`src/rtl/fr_adder_post_if.sv`:
```
// Handshake and data bundle between the fraction adder and its post-adder normalise stage.
// The master side drives the raw sum and consumes the packed single-precision result.
interface fr_adder_post_if #(
    parameter int FRAC_W = 24,
    parameter int EXP_W  = 8
);
    logic              in_valid;
    logic              in_ready;
    logic              in_sign;
    logic [EXP_W-1:0]  in_exp;
    logic [FRAC_W:0]   in_sum;
    logic              out_valid;
    logic              out_ready;
    logic              out_sign;
    logic [EXP_W-1:0]  out_exp;
    logic [FRAC_W-2:0] out_frac;
    logic              out_zero;
    logic              out_ovf;
    logic              out_unf;

    modport master (
        output in_valid, in_sign, in_exp, in_sum, out_ready,
        input  in_ready, out_valid, out_sign, out_exp, out_frac, out_zero, out_ovf, out_unf
    );

    modport slave (
        input  in_valid, in_sign, in_exp, in_sum, out_ready,
        output in_ready, out_valid, out_sign, out_exp, out_frac, out_zero, out_ovf, out_unf
    );
endinterface

```
`src/rtl/fr_adder_post.sv`:
```
// Post-adder normalise stage: shifts the magnitude sum one bit per cycle until the hidden bit
// is in place, then packs a truncated single-precision result with zero/overflow/denormal flags.
module fr_adder_post #(
    parameter int FRAC_W = 24,
    parameter int EXP_W  = 8
) (
    input  logic                clock,
    input  logic                resetn,
    fr_adder_post_if.slave      bus
);
    typedef enum logic [1:0] {
        S_IDLE = 2'd0,
        S_NORM = 2'd1,
        S_DONE = 2'd2
    } state_t;

    // Exponent carries one spare bit so the increment and overflow compare never wrap.
    localparam logic [EXP_W:0] E_MAX = {1'b0, {EXP_W{1'b1}}};
    localparam logic [EXP_W:0] E_ONE = {{EXP_W{1'b0}}, 1'b1};

    state_t            r_state;
    state_t            w_state_nxt;
    logic              r_sign;
    logic [EXP_W:0]    r_e;
    logic [FRAC_W:0]   r_f;

    logic              r_out_valid;
    logic              r_out_sign;
    logic [EXP_W-1:0]  r_out_exp;
    logic [FRAC_W-2:0] r_out_frac;
    logic              r_out_zero;
    logic              r_out_ovf;
    logic              r_out_unf;

    logic              w_f_zero;
    logic              w_e_max;
    logic              w_carry;
    logic              w_norm;
    logic              w_e_low;
    logic              w_finish;
    logic [EXP_W:0]    w_e_inc;
    logic              w_accept;
    logic              w_load;

    logic              w_ld_sign;
    logic [EXP_W-1:0]  w_ld_exp;
    logic [FRAC_W-2:0] w_ld_frac;
    logic              w_ld_zero;
    logic              w_ld_ovf;
    logic              w_ld_unf;

    assign w_f_zero = (r_f == {(FRAC_W+1){1'b0}});
    assign w_e_max  = (r_e == E_MAX);
    assign w_carry  = r_f[FRAC_W];
    assign w_norm   = r_f[FRAC_W-1];
    assign w_e_low  = (r_e <= E_ONE);
    assign w_e_inc  = r_e + E_ONE;
    assign w_finish = w_f_zero | w_e_max | w_carry | w_norm | w_e_low;
    assign w_accept = (r_state == S_IDLE) && bus.in_valid;
    assign w_load   = (r_state == S_NORM) && w_finish;

    // State register.
    always_ff @(posedge clock or negedge resetn) begin
        if (!resetn) begin
            r_state <= S_IDLE;
        end else begin
            r_state <= w_state_nxt;
        end
    end

    // Next-state decode.
    always_comb begin
        w_state_nxt = r_state;
        case (r_state)
            S_IDLE: begin
                if (bus.in_valid) w_state_nxt = S_NORM;
                else              w_state_nxt = S_IDLE;
            end
            S_NORM: begin
                if (w_finish) w_state_nxt = S_DONE;
                else          w_state_nxt = S_NORM;
            end
            S_DONE: begin
                if (bus.out_ready) w_state_nxt = S_IDLE;
                else               w_state_nxt = S_DONE;
            end
            default: w_state_nxt = S_IDLE;
        endcase
    end

    // Result decode for the NORM->DONE load, in decision priority order.
    always_comb begin
        w_ld_sign = r_sign;
        w_ld_exp  = r_e[EXP_W-1:0];
        w_ld_frac = r_f[FRAC_W-2:0];
        w_ld_zero = 1'b0;
        w_ld_ovf  = 1'b0;
        w_ld_unf  = 1'b0;
        if (w_f_zero) begin
            w_ld_sign = 1'b0;
            w_ld_exp  = {EXP_W{1'b0}};
            w_ld_frac = {(FRAC_W-1){1'b0}};
            w_ld_zero = 1'b1;
        end else if (w_e_max) begin
            w_ld_exp  = {EXP_W{1'b1}};
            w_ld_frac = {(FRAC_W-1){1'b0}};
            w_ld_ovf  = 1'b1;
        end else if (w_carry) begin
            if (w_e_inc == E_MAX) begin
                w_ld_exp  = {EXP_W{1'b1}};
                w_ld_frac = {(FRAC_W-1){1'b0}};
                w_ld_ovf  = 1'b1;
            end else begin
                w_ld_exp  = w_e_inc[EXP_W-1:0];
                w_ld_frac = r_f[FRAC_W-1:1];
            end
        end else if (w_norm) begin
            w_ld_exp  = r_e[EXP_W-1:0];
        end else if (w_e_low) begin
            w_ld_exp  = {EXP_W{1'b0}};
            w_ld_unf  = 1'b1;
        end else begin
            w_ld_unf  = 1'b0;
        end
    end

    // Working registers: capture on accept, shift left while normalising.
    always_ff @(posedge clock or negedge resetn) begin
        if (!resetn) begin
            r_sign <= 1'b0;
            r_e    <= {(EXP_W+1){1'b0}};
            r_f    <= {(FRAC_W+1){1'b0}};
        end else if (w_accept) begin
            r_sign <= bus.in_sign;
            r_e    <= (bus.in_exp == {EXP_W{1'b0}}) ? E_ONE : {1'b0, bus.in_exp};
            r_f    <= bus.in_sum;
        end else if ((r_state == S_NORM) && !w_finish) begin
            r_f    <= {r_f[FRAC_W-1:0], 1'b0};
            r_e    <= r_e - E_ONE;
        end else begin
            r_f    <= r_f;
            r_e    <= r_e;
        end
    end

    // Output registers: load once per result, hold until the next load.
    always_ff @(posedge clock or negedge resetn) begin
        if (!resetn) begin
            r_out_valid <= 1'b0;
            r_out_sign  <= 1'b0;
            r_out_exp   <= {EXP_W{1'b0}};
            r_out_frac  <= {(FRAC_W-1){1'b0}};
            r_out_zero  <= 1'b0;
            r_out_ovf   <= 1'b0;
            r_out_unf   <= 1'b0;
        end else if (w_load) begin
            r_out_valid <= 1'b1;
            r_out_sign  <= w_ld_sign;
            r_out_exp   <= w_ld_exp;
            r_out_frac  <= w_ld_frac;
            r_out_zero  <= w_ld_zero;
            r_out_ovf   <= w_ld_ovf;
            r_out_unf   <= w_ld_unf;
        end else if ((r_state == S_DONE) && bus.out_ready) begin
            r_out_valid <= 1'b0;
        end else begin
            r_out_valid <= r_out_valid;
        end
    end

    assign bus.in_ready  = (r_state == S_IDLE);
    assign bus.out_valid = r_out_valid;
    assign bus.out_sign  = r_out_sign;
    assign bus.out_exp   = r_out_exp;
    assign bus.out_frac  = r_out_frac;
    assign bus.out_zero  = r_out_zero;
    assign bus.out_ovf   = r_out_ovf;
    assign bus.out_unf   = r_out_unf;
endmodule
```
`src/flat_wrapper.sv`:
```
// flat-port wrapper written by rule: the top's interface ports become plain ports
module fr_adder_post_flat 
#(
    parameter int FRAC_W = 24,
    parameter int EXP_W  = 8
)
  (clock, resetn, bus_in_valid, bus_in_sign, bus_in_exp, bus_in_sum, bus_out_ready, bus_in_ready, bus_out_valid, bus_out_sign, bus_out_exp, bus_out_frac, bus_out_zero, bus_out_ovf, bus_out_unf);
  fr_adder_post_if #(.FRAC_W(FRAC_W), .EXP_W(EXP_W)) bus_i ();
  input  logic clock;
  input  logic resetn;
  input wire logic [$bits(bus_i.in_valid)-1:0] bus_in_valid;
  input wire logic [$bits(bus_i.in_sign)-1:0] bus_in_sign;
  input wire logic [$bits(bus_i.in_exp)-1:0] bus_in_exp;
  input wire logic [$bits(bus_i.in_sum)-1:0] bus_in_sum;
  input wire logic [$bits(bus_i.out_ready)-1:0] bus_out_ready;
  output wire logic [$bits(bus_i.in_ready)-1:0] bus_in_ready;
  output wire logic [$bits(bus_i.out_valid)-1:0] bus_out_valid;
  output wire logic [$bits(bus_i.out_sign)-1:0] bus_out_sign;
  output wire logic [$bits(bus_i.out_exp)-1:0] bus_out_exp;
  output wire logic [$bits(bus_i.out_frac)-1:0] bus_out_frac;
  output wire logic [$bits(bus_i.out_zero)-1:0] bus_out_zero;
  output wire logic [$bits(bus_i.out_ovf)-1:0] bus_out_ovf;
  output wire logic [$bits(bus_i.out_unf)-1:0] bus_out_unf;
  assign bus_i.in_valid = bus_in_valid;
  assign bus_i.in_sign = bus_in_sign;
  assign bus_i.in_exp = bus_in_exp;
  assign bus_i.in_sum = bus_in_sum;
  assign bus_i.out_ready = bus_out_ready;
  assign bus_in_ready = bus_i.in_ready;
  assign bus_out_valid = bus_i.out_valid;
  assign bus_out_sign = bus_i.out_sign;
  assign bus_out_exp = bus_i.out_exp;
  assign bus_out_frac = bus_i.out_frac;
  assign bus_out_zero = bus_i.out_zero;
  assign bus_out_ovf = bus_i.out_ovf;
  assign bus_out_unf = bus_i.out_unf;
  fr_adder_post #(.FRAC_W(FRAC_W), .EXP_W(EXP_W)) u_core (.clock(clock), .resetn(resetn), .bus(bus_i));
endmodule
```
`config.mk`:
```
export PLATFORM = sky130hd
export DESIGN_NAME = fr_adder_post_flat
export DESIGN_NICKNAME = d
export VERILOG_FILES = /design/src/rtl/fr_adder_post_if.sv /design/src/rtl/fr_adder_post.sv /design/src/flat_wrapper.sv
export SDC_FILE = /design/constraint.sdc
export NUM_CORES = 1
export LEC_CHECK = 0
export BUFFER_PORTS_ARGS = -buffer_cell sky130_fd_sc_hd__buf_2
export CAP_MARGIN = 20
export CELL_PAD_IN_SITES_DETAIL_PLACEMENT = 0
export CELL_PAD_IN_SITES_GLOBAL_PLACEMENT = 1
export CORE_UTILIZATION = 43
export DETAILED_ROUTE_END_ITERATION = 8
export HOLD_SLACK_MARGIN = 0.15
export PLACE_DENSITY = 0.91
export SLEW_MARGIN = 10
export SYNTH_ARGS = -nofsm -noshare
export SYNTH_HDL_FRONTEND = slang
export SYNTH_SLANG_ARGS = --single-unit
```
`constraint.sdc`:
```
create_clock -name clock -period 2.8 [get_ports clock]
set_clock_uncertainty 0.15 [all_clocks]
set_input_delay 0.56 -clock clock [delete_from_list [all_inputs] [get_ports clock]]
set_output_delay 0.56 -clock clock [all_outputs]
set_load 0.03 [all_outputs]
```
**Word-level counts from Yosys, hierarchy flattened**

Cells that the tools add are included.

- Multiplexer cells: 32
- Add/subtract/negate cells: 2
- Reduce and logical (&&, ||, !) cells: 10
- Bitwise logic cells: 4
- Eq/ne operators: 4
- Order comparisons: 1

Operators by type and width:

| cell | number |
|---|---|
| 23-bit 2-to-1 mux | 4 |
| 8-bit 2-to-1 mux | 7 |
| 25-bit 2-to-1 mux | 2 |
| 25-bit zero test | 1 |
| 9-bit by 8-bit == test with 1-bit output, second input constant | 2 |
| 9-bit 2-to-1 mux | 2 |
| 1-bit 2-to-1 mux | 14 |
| 9-bit by 1-bit adder with 9-bit output, second input constant | 1 |
| 9-bit by 1-bit less-or-equal comparator with 1-bit output, second input constant | 1 |
| 9-bit by 1-bit subtractor with 9-bit output, second input constant | 1 |
| 8-bit zero test | 1 |
| 2-bit one-hot mux with 3 select lines | 1 |
| 1-bit logical AND | 4 |
| 2-bit 2-to-1 mux | 2 |
| 1-bit OR | 4 |
| 2-bit nonzero test | 2 |
| 2-bit by 1-bit == test with 1-bit output, second input constant | 1 |
| 2-bit == test, second input constant | 1 |
| 2-bit zero test | 1 |
| 1-bit zero test | 1 |

- Input port bits: 38
- Word-level logic and storage cells: 64
- Flip-flop bits (word level): 73
- Output and inout bits: 37

**Depth between registers and ports, before layout**

- Depth after elaboration: 9
- Gate-level depth with buffers: 9
- Depth with buffers taken out: 8

**Least setup slack after synthesis**

No wires, ideal clock.

- Kind: register to register
- From: register u_core.r_e[1]
- To: register u_core.r_f[6]
- Clock period less this slack: 2,481 ps
- Buffers on the path: 1
- Cell stages (with the launch flop): 9
- Arrival: 2,205 ps
- Setup slack: 319 ps
- Setup time: 126 ps
- Cells stage by stage: dfrtp_1 -> ha_1 -> nand3_1 -> nor2_1 -> ha_1 -> nor4_1 -> a21oi_1 -> buf_2 -> a221o_1

- Cells in the longest elaborated chain, start to end: 8

RTL lines:

| item | line | source |
|---|---|---|
| start, declared | fr_adder_post.sv:24 | `logic [EXP_W:0] r_e;` |
| start signal, assigned | fr_adder_post.sv:131 | `r_e <= {(EXP_W+1){1'b0}};` |
| start signal, assigned | fr_adder_post.sv:135 | `r_e <= (bus.in_exp == {EXP_W{1'b0}}) ? E_ONE : {1'b0, bus.in_exp};` |
| start signal, assigned | fr_adder_post.sv:139 | `r_e <= r_e - E_ONE;` |
| 9-bit by 8-bit == test with 1-bit output | fr_adder_post.sv:53 | `assign w_e_max = (r_e == E_MAX);` |
| 1-bit OR (3 in a row) | fr_adder_post.sv:58 | `assign w_finish = w_f_zero \| w_e_max \| w_carry \| w_norm \| w_e_low;` |
| 1-bit OR (*) | fr_adder_post.sv:58 |  |
| 1-bit zero test (*) | fr_adder_post.sv:137 | `end else if ((r_state == S_NORM) && !w_finish) begin` |
| 1-bit logical AND (*) | fr_adder_post.sv:137 |  |
| 2-bit nonzero test (no source line) (*) | -- |  |
| end signal, assigned | fr_adder_post.sv:136 | `r_f <= bus.in_sum;` |
| end signal, assigned | fr_adder_post.sv:138 | `r_f <= {r_f[FRAC_W-1:0], 1'b0};` |
| end signal, assigned | fr_adder_post.sv:141 | `r_f <= r_f;` |
| end, declared | fr_adder_post.sv:25 | `logic [FRAC_W:0] r_f;` |

Every way passes the cells marked *; elsewhere a longest branch is shown, timed or not.
A chain may end at the register's enable or synchronous reset.

**Worst setup path in the final report**

- From: register u_core.r_e[0]
- To: register u_core.r_out_exp[0] (netlist: u_core.bus.out_exp[0])

- Cells in the longest elaborated chain, start to end: 6

RTL lines:

| item | line | source |
|---|---|---|
| 9-bit by 1-bit adder with 9-bit output (tied with other cells) | fr_adder_post.sv:57 | `assign w_e_inc = r_e + E_ONE;` |
| 9-bit by 8-bit == test with 1-bit output (tied with other cells) | fr_adder_post.sv:109 | `if (w_e_inc == E_MAX) begin` |
| 8-bit 2-to-1 mux (tied with other cells) | fr_adder_post.sv:109 |  |
| 8-bit 2-to-1 mux / 1-bit OR (equally long branches) | fr_adder_post.sv:108, fr_adder_post.sv:58 |  |
| 8-bit 2-to-1 mux / 1-bit OR (equally long branches) | fr_adder_post.sv:104, fr_adder_post.sv:58 |  |
| 8-bit 2-to-1 mux / 1-bit logical AND (equally long branches) | fr_adder_post.sv:99, fr_adder_post.sv:60 |  |
| end signal, assigned | fr_adder_post.sv:151 | `r_out_exp <= {EXP_W{1'b0}};` |
| end signal, assigned | fr_adder_post.sv:159 | `r_out_exp <= w_ld_exp;` |
| end, declared | fr_adder_post.sv:29 | `logic [EXP_W-1:0] r_out_exp;` |

Several ways; a longest one is shown, not always the timed one.

==> metrics.txt <==
DRT iter0 DRCs=194; Mapped Cells=361; GR peak layer=met1; # diodes=0; commonest non-fill, non-tap cell in the layout=buf_2; grt met1 use=30.77%; Placed Area=0.004285 mm^2; post-route DRC violation count=0; Max-slew headroom=30.00%; initial antenna violation count=0; main combinational cell family by area after synthesis=compound AO/OA/AOI/OAI gates; Worst-Margin Slew=1.050 ns; GP Congestion=0.8678; # fillers=812; CP Max Fanout=37; worst hold path type=primary input to flip-flop; Critical Path RT=2.93 ns; Mapped Avg Cell Area=10.59 um^2; IO buf count=74; largest area contributor in the netlist=dfrtp_1; worst vdd ir=0.4810 mV; multiplexer share of the synthesized area=5.532%; overall die width=96.29 um; root buf cell=clkbuf_8; grt ovf=0; Mapped Nets=404; Slew Viols, Final=0; most frequent cells in the layout=buf_2, dfrtp_1, o2bb2ai_1; DR vias=3240; Post-Synth Simple-Gate Area=17.28%; post-synthesis adder-cell area fraction=1.637%; Pre-Repair DR Iteration Count=4; Leak=2.110 nW; Hold Crit Depth=3; crit path launch type=flip-flop; Max H-tree Level=3; Fin. Hold Viols=0; Post-Syn Area=0.003822 mm^2; final worst path period share=92.72%; Post CTS Setup Buffer Count=0; Num CTS Buffers=9; endpoints failing setup=0; Yosys warnings=0; initial core utilization=44.05%; Synth Area in Compound Gates=20.62%; sequential area share after synthesis=47.79%; Area Overhead vs Synth=18.10%; TNS Setup=0 ns; layout cell share with drive strength beyond 1=27.23%; vias in the first global route=2965; Synth area leaders=dfrtp_1, o2bb2ai_1, a221o_1; largest net degree at the start of global routing=42; area occupied by multi-input gates=0.001803 mm^2; clock tree buffer depth=2; CP endpoint kind=flip-flop; Post-Synth XOR/XNOR Area=1.833%; routed len/inst=17.19 um; maxcap violations=0; synth unique cells=47; Main synth FF type=dfrtp_1; global-route usage over all layers=20.79%; row cnt=34; FMAX=385.2 MHz; total I/O pin count=75; number of flops mapped to enable cells by yosys=0; DRT Wirelength=9367 um; Yosys reg bits=73; Die Area=0.009271 mm^2; Final min period=2.596 ns; worst-skew pair later-pin latency=0.35 ns; Antenna Nets Post-Route=0; Die H=96.29 um; share of the synthesized area in the top cell type=47.79%; area of the core=0.008678 mm^2; Async S/R FF share, synth=100.0%; met2 Resource Use GR=30.61%; Pwr Density=1269 mW/mm^2; # clock sinks=73; DR vias/cell=5.945; CP arrival=2.72 ns; reg2reg path depth=7; DP HPWL=6423 um; first-pass GRT wire length=14690 um; clk slew on worst S/H paths=0.08 ns; CTS tree=built; GRT met3 Usage=2.765%; Final #Nets=475; status=finished, final reports clean; Seq. cell area=0.001827 mm^2; fin area=0.004514 mm^2; CP Class=flip-flop to flip-flop; RSZ-0062 raised after global routing=false
worst paths after layout:
kind / startpoint / endpoint / slack (ns)
max: u_core.r_e[0] / u_core.bus.out_exp[0] / 0.20
min: bus_in_sign / u_core.r_sign / 0.26
max reg2reg: u_core.r_e[0] / u_core.bus.out_exp[0] / 0.20
min reg2reg: u_core.r_sign / u_core.r_sign / 0.33
max in group asynchronous: resetn / u_core.r_f[4] / 1.46
min in group asynchronous: resetn / u_core.bus.out_exp[1] / 0.63
power by group:
group	switching [W]	leakage [nW]	internal [W]
Clock	0.000405	0.0991	0.000505
Combinational	0.00176	1.10	0.00110
Sequential	0.000439	0.913	0.00153
what timing repair did:
item                                   in CTS  in global routing
endpoints found under the hold margin      32                  0
hold buffers                                1                  0
resized for setup                           0                  1
setup endpoints to repair                   0                  1
critical path, cell delays in order (launching register included):
cell      delay, ns
dfrtp_1        0.39
ha_1           0.27
nand3_1        0.11
nor2_1         0.04
ha_1           0.24
nand3b_2       0.25
o21ai_4        0.79
a22o_1         0.27
state kept, by name (all words and copies together), names as in the netlist:
signal	cells
u_core.bus.out_sign	1
u_core.bus.out_unf	1
u_core.bus.out_exp	8
u_core.r_sign	1
u_core.r_e	9
u_core.r_f	25
u_core.bus.out_frac	23
u_core.r_state	2
u_core.bus.out_valid	1
u_core.bus.out_zero	1
u_core.bus.out_ovf	1
metrics by stage:
stage	cells	total power, W	utilization, %	hold slack, ns	setup WS [ns]
after floorplan	361	0.004063	-	0.1144	0.3195
after global placement	528	0.004731	49.38	0.3121	0.2783
after detailed placement	528	0.004801	49.38	0.3153	0.2045
after CTS	545	0.005727	52.02	0.2503	0.1810
after global routing	545	0.006093	52.02	0.2712	0.04133
final	545	0.005729	52.02	0.2588	0.2039
cell families after synthesis:
family          after synthesis
fa+ha+maj                     5
flops                        73
buf+inv                      39
simple gates                122
compound gates               93
mux                          21
xor+xnor                      8
layout make-up:
type                            count  share of cell area (%)
Sequential cell                    73                   40.47
Multi-Input combinational cell    249                   39.94
Timing Repair Buffer               91                   11.09
Tap cell                          108                   2.993
Clock buffer                       10                   2.827
Clock inverter                      6                   2.023
Inverter                            8                  0.6652
cells in the mapped netlist, types with 2 or more instances:
master,count
ha_1,5
mux2i_1,20
a32oi_1,2
o211ai_1,10
a221o_1,22
nor4_1,9
nor3_1,5
inv_1,8
buf_6,7
a21oi_1,3
nand2_1,22
and2_1,2
clkbuf_1,19
a31oi_1,4
o21ai_0,6
buf_1,2
or2_2,2
nand4_1,8
nor2_1,27
xnor2_1,5
or4_4,3
a32o_1,2
xor2_1,3
dfrtp_1,73
o2bb2ai_1,29
a22o_1,4
nand3_1,10
nand2b_1,3
a211oi_1,2
buf_2,3
or4_1,2
and3_1,24
routing by layer:
| metal | up-vias | wire length [um] |
|---|---|---|
| met2 | 95 | 4298 |
| met3 | 13 | 482 |
| li1 | 1523 | - |
| met1 | 1609 | 4431 |
| met5 | - | 0 |
| met4 | 0 | 154 |
Note: power is estimated with default switching activity, not from simulation.
